[src/rtl/fetch_unit_pkg.sv]
// Shared types and constants for the instruction fetch stage.
package fetch_unit_pkg;

    typedef enum logic [1:0] {
        S_OPCODE  = 2'd0,
        S_OPERAND = 2'd1,
        S_EXEC    = 2'd2
    } fetch_state_t;

    localparam logic [1:0] INT_NONE  = 2'd0;
    localparam logic [1:0] INT_IRQ   = 2'd1;
    localparam logic [1:0] INT_NMI   = 2'd2;
    localparam logic [1:0] INT_RESET = 2'd3;

    localparam logic [7:0] OP_BRK = 8'h00;

endpackage

[src/rtl/fetch_unit_int_ctl.sv]
// Interrupt control: NMI edge detection, pending flags for reset/NMI, and
// the priority encoder that picks which source a forced BRK reports.
module int_ctl
    import fetch_unit_pkg::*;
(
    input  logic       clk,
    input  logic       rst,
    input  logic       nmi_n,
    input  logic       irq_n,
    input  logic       i_flag,
    input  logic       capture,
    output logic       pending,
    output logic [1:0] src
);

    logic nmi_q;
    logic nmi_latch;
    logic reset_pending;
    logic nmi_edge;
    logic irq_pend;

    assign nmi_edge = nmi_q && !nmi_n;
    assign irq_pend = !irq_n && !i_flag;

    always_ff @(posedge clk) begin
        if (rst) begin
            nmi_q         <= 1'b1;
            nmi_latch     <= 1'b0;
            reset_pending <= 1'b1;
        end else begin
            nmi_q <= nmi_n;
            // A new edge in the capture cycle must win over the clear.
            if (nmi_edge) begin
                nmi_latch <= 1'b1;
            end else if (capture && src == INT_NMI) begin
                nmi_latch <= 1'b0;
            end
            if (capture && src == INT_RESET) begin
                reset_pending <= 1'b0;
            end
        end
    end

    always_comb begin
        src = INT_NONE;
        if (reset_pending) begin
            src = INT_RESET;
        end else if (nmi_latch) begin
            src = INT_NMI;
        end else if (irq_pend) begin
            src = INT_IRQ;
        end
    end

    assign pending = (src != INT_NONE);

endmodule

[src/rtl/fetch_unit.sv]
// Instruction fetch stage: owns the PC, fetches opcode and first operand,
// injects forced BRK for reset/NMI/IRQ and holds the instruction for execution.
module fetch_unit
    import fetch_unit_pkg::*;
#(
    parameter logic [15:0] PC_INIT = 16'h0000
) (
    input  logic         i_clk,
    input  logic         i_rst,
    input  logic         rdy,
    input  logic [7:0]   data_i,
    output logic [15:0]  addr_o,
    input  logic         fetch_req,
    input  logic         single_byte,
    input  logic         pc_inc,
    input  logic         pc_load,
    input  logic [15:0]  pc_in,
    input  logic         nmi_n,
    input  logic         irq_n,
    input  logic         i_flag,
    output logic [7:0]   opcode,
    output logic [7:0]   operand,
    output logic [15:0]  pc,
    output logic         sync,
    output logic         opcode_valid,
    output logic [1:0]   int_src,
    output fetch_state_t state
);

    fetch_state_t state_next;
    logic [15:0]  pc_next;
    logic [7:0]   opcode_next;
    logic [7:0]   operand_next;
    logic [1:0]   int_src_next;
    logic         int_pending;
    logic [1:0]   int_sel;
    logic         capture;

    assign capture = (state == S_OPCODE) && rdy && int_pending;

    int_ctl u_int_ctl (
        .clk     (i_clk),
        .rst     (i_rst),
        .nmi_n   (nmi_n),
        .irq_n   (irq_n),
        .i_flag  (i_flag),
        .capture (capture),
        .pending (int_pending),
        .src     (int_sel)
    );

    always_ff @(posedge i_clk) begin
        if (i_rst) begin
            state   <= S_OPCODE;
            pc      <= PC_INIT;
            opcode  <= 8'h00;
            operand <= 8'h00;
            int_src <= INT_NONE;
        end else begin
            state   <= state_next;
            pc      <= pc_next;
            opcode  <= opcode_next;
            operand <= operand_next;
            int_src <= int_src_next;
        end
    end

    always_comb begin
        state_next   = state;
        pc_next      = pc;
        opcode_next  = opcode;
        operand_next = operand;
        int_src_next = int_src;
        unique case (state)
            S_OPCODE: begin
                if (rdy) begin
                    state_next = S_OPERAND;
                    if (int_pending) begin
                        opcode_next  = OP_BRK;
                        int_src_next = int_sel;
                    end else begin
                        opcode_next  = data_i;
                        int_src_next = INT_NONE;
                        pc_next      = pc + 16'd1;
                    end
                end
            end
            S_OPERAND: begin
                if (rdy) begin
                    state_next   = S_EXEC;
                    operand_next = data_i;
                    // Forced BRK re-reads the same byte without consuming it.
                    if (!single_byte && int_src == INT_NONE) begin
                        pc_next = pc + 16'd1;
                    end
                end
            end
            S_EXEC: begin
                if (pc_load) begin
                    pc_next = pc_in;
                end else if (pc_inc) begin
                    pc_next = pc + 16'd1;
                end
                if (fetch_req) begin
                    state_next = S_OPCODE;
                end
            end
            default: begin
                state_next = S_OPCODE;
            end
        endcase
    end

    assign addr_o       = pc;
    assign sync         = (state == S_OPCODE);
    assign opcode_valid = (state == S_EXEC);

endmodule

[config.mk]
export PLATFORM = sky130hd
export DESIGN_NAME = fetch_unit
export DESIGN_NICKNAME = d
export VERILOG_FILES = /design/src/rtl/fetch_unit_pkg.sv /design/src/rtl/fetch_unit_int_ctl.sv /design/src/rtl/fetch_unit.sv
export SDC_FILE = /design/constraint.sdc
export NUM_CORES = 1
export LEC_CHECK = 0
export CAP_MARGIN = 20
export CORE_ASPECT_RATIO = 0.75
export CORE_MARGIN = 2
export CORE_UTILIZATION = 25
export CTS_CLUSTER_SIZE = 30
export DETAILED_ROUTE_END_ITERATION = 10
export PLACE_DENSITY = 0.63
export SETUP_SLACK_MARGIN = 0.02
export SYNTH_ARGS = -nofsm -noshare
export SYNTH_HDL_FRONTEND = slang
export SYNTH_SLANG_ARGS = --single-unit
[constraint.sdc]
create_clock -name i_clk -period 3.2 [get_ports i_clk]
set_input_delay 0.96 -clock i_clk [delete_from_list [all_inputs] [get_ports i_clk]]
set_output_delay 0.96 -clock i_clk [all_outputs]
set_load 0.005 [all_outputs]
==> impl_metrics.json <==
{
  "ys_async_sr_fraction_pct": 0,
  "synth.net_count": 279,
  "finalSetupTns_ps": 0,
  "p_seq_share_pct": 49.5,
  "synthSimpleGateAreaFrac_pct": 23.5,
  "synth-xor-area-share_pct": 0.448,
  "critPathArrivalTime_ps": 2840,
  "hold_viol": 0,
  "die_h_um": 80.6,
  "synth_compound_area_share_pct": 21.6,
  "n_antenna_cell": 0,
  "rrSetupSlack_ps": 1160,
  "drv_cap": 0,
  "core-area_sq_mm": 0.00747,
  "finClkSkew_ps": 9.63,
  "drive_gt1_share_pct": 6.09,
  "synth_area_sq_mm": 0.00196,
  "layout_commonest_cell": "clkdlybuf4s50_1",
  "ys_ff_latch": 39,
  "synthCells": 244,
  "ioPinCount": 88,
  "worst_slew_pin_slew_ps": 678,
  "hpwl_um": 3910,
  "final_nets": 346,
  "dp_cells": 405,
  "routedWlPerCell_um": 13.1,
  "grt_usage_pct": 12.5,
  "finalSetupViolCount": 0,
  "hold_path_class": "reg2reg",
  "fill_cells": 763,
  "ff2ff_path_depth": 6,
  "switchingPower_uw": 272,
  "crit_type": "in2reg",
  "regToRegStartpoint": "addr_o[0]",
  "p_leak_uw": 0.000999,
  "power_density_mw_per_mm2": 364,
  "finalCritPeriodShare_pct": 81.8,
  "drtIter0Drc": 50,
  "ant_nets": 0,
  "overflow": 0,
  "final_cell_mix": "clkdlybuf4s50_1, dfxtp_1, nor2_1",
  "worstSkewPairLatency_ps": 290,
  "intPower_uw": 785,
  "rsz0062_at_grt": "false",
  "die_w_um": 106,
  "synth_edf_count": 0,
  "cts_sinks": 39,
  "worstPathCellList": "clkdlybuf4s50_1 -> or3b_1 -> nor4_4 -> nor2_2 -> or3_1 -> a21oi_1",
  "pwr-share-clk_pct": 33.5,
  "dieArea_sq_mm": 0.00855,
  "cts_buffers": 5,
  "yosys.cell_types.count": 38,
  "sw_frac_of_total_pct": 25.7,
  "holdWs_ps": 454,
  "cts_max_level": 2,
  "synth_top_family_by_area": "simple AND/OR/NAND/NOR gates",
  "fin_cells": 413,
  "synth_fa_ha_area_share_pct": 0.640,
  "cts-root-buf": "clkbuf_8",
  "min-delay-start": "u_int_ctl.nmi_q",
  "row_count": 27,
  "cp_slowest_cell": "clkdlybuf4s50_1",
  "period_needed_ps": 2620,
  "post-route-drc-count": 0,
  "comb_power_share_pct": 17.0,
  "avgViaCountPerCell": 4.78,
  "grt_max_degree": 42,
  "crit_fanout": 20,
  "maxSlewHeadroom_pct": 54.8,
  "maxSlewViolCount": 0,
  "grt_first_pass_wirelength_um": 8630,
  "cts_hold_buffers": 0,
  "place.gp.congestion": 0.751,
  "vias": 1973,
  "first_global_vias": 1814,
  "antenna_found_initial": 0,
  "min_to": "u_int_ctl.nmi_latch",
  "start_util_pct": 26.2,
  "clk_pin_slew_ps": 80,
  "slowest_delay_ps": 520,
  "synth_ff_type": "dfxtp_1",
  "cts_resized": 0,
  "worstHoldPathCells": 2,
  "rr_endpoint": "addr_o[10]",
  "cp.required_ps": 3430,
  "cts_tree": "yes",
  "portBuffers": 87,
  "synth-seq-area-share_pct": 39.9,
  "drtPass1Iterations": 4,
  "fmaxAchievable_mhz": 382,
  "irDropWorstVdd_uv": 199,
  "clock_path_buffers": 2,
  "startpoint_type": "input pin",
  "synth_area_per_cell_sq_um": 8.01,
  "final_util_pct": 38.9,
  "postRouteWirelength_um": 5420,
  "ys_warn_count": 0,
  "status": "finished clean",
  "post_cts_buffers": 0,
  "crit_path_end_kind": "flip-flop",
  "area_growth_pct": 48.6,
  "muxShareOfSynthArea_pct": 4.09
}
[Yosys cell counts, types with 5 or more instances]
| master | number | area share, % |
|---|---|---|
| dfxtp_1 | 39 | 40 |
| nor2_1 | 37 | 7.1 |
| a21oi_1 | 23 | 5.9 |
| nand2_1 | 21 | 4.0 |
| buf_4 | 16 | 6.1 |
| o21ai_0 | 15 | 3.8 |
| clkbuf_1 | 12 | 2.3 |
| a22oi_1 | 9 | 3.5 |
| mux2i_1 | 8 | 4.1 |
| nand3_1 | 7 | 1.8 |
| nand4_1 | 5 | 1.6 |
| o31ai_1 | 5 | 1.9 |
| or2_2 | 5 | 1.6 |
[cells by family after synthesis]
family          Yosys count
flops                    39
simple gates             95
xor+xnor                  1
compound gates           68
buf+inv                  32
mux                       8
fa+ha+maj                 1
[layout make-up]
class / instances / area (sq um) / area share (%)
clock buffer: 7 / 86.3 / 2.97
multi-input combinational: 173 / 983 / 33.8
sequential: 39 / 781 / 26.9
clock inverter: 1 / 8.76 / 0.301
tap: 101 / 126 / 4.35
timing repair buffer: 92 / 921 / 31.7
[metrics by stage]
step | cell area, sq um | power (uW) | setup WS, ps
after floorplan | 1960 | 616 | 667
after global placement | 2810 | 714 | 280
after detailed placement | 2810 | 717 | 255
final | 2910 | 1060 | 582
after global routing | 2910 | 1110 | 408
after CTS | 2910 | 1080 | 564
[power by group through the flow]
stage	Combinational [uW]	Sequential, uW	Clock, uW
global route	197	527	390
global placement	179	535	0
detailed placement	182	535	0
finish	180	524	354
floorplan	83.7	532	0
CTS	183	524	369
[state kept, by name, indices dropped and copies added (netlist names)]
register,count
addr_o,16
int_src,2
opcode,8
operand,8
state,2
u_int_ctl.nmi_latch,1
u_int_ctl.nmi_q,1
u_int_ctl.reset_pending,1
[critical path: cells and delay by family]
family | cells | cell delay [ps]
buffers and inverters | 1 | 520
AO/OA/AOI/OAI | 1 | 120
AND/OR/NAND/NOR | 4 | 1250
[worst max path at each step]
| stage | from | depth (start not counted) | to |
|---|---|---|---|
| after floorplan | rdy | 7 | addr_o[0] |
| after global placement | rdy | 6 | addr_o[0] |
| after detailed placement | rdy | 6 | addr_o[0] |
| after CTS | rdy | 6 | addr_o[0] |
| after global routing | pc_load | 6 | addr_o[11] |
| final | rdy | 6 | addr_o[0] |
[layer usage]
metal | global-route usage (%) | vias to the layer above | routed length (um)
met5 | 0 | - | 0
met4 | 2.50 | 0 | 15
met3 | 4.14 | 3 | 451
met2 | 20.2 | 68 | 2410
met1 | 16.4 | 919 | 2540
li1 | - | 983 | -
Power figures use the tool's default switching activity.
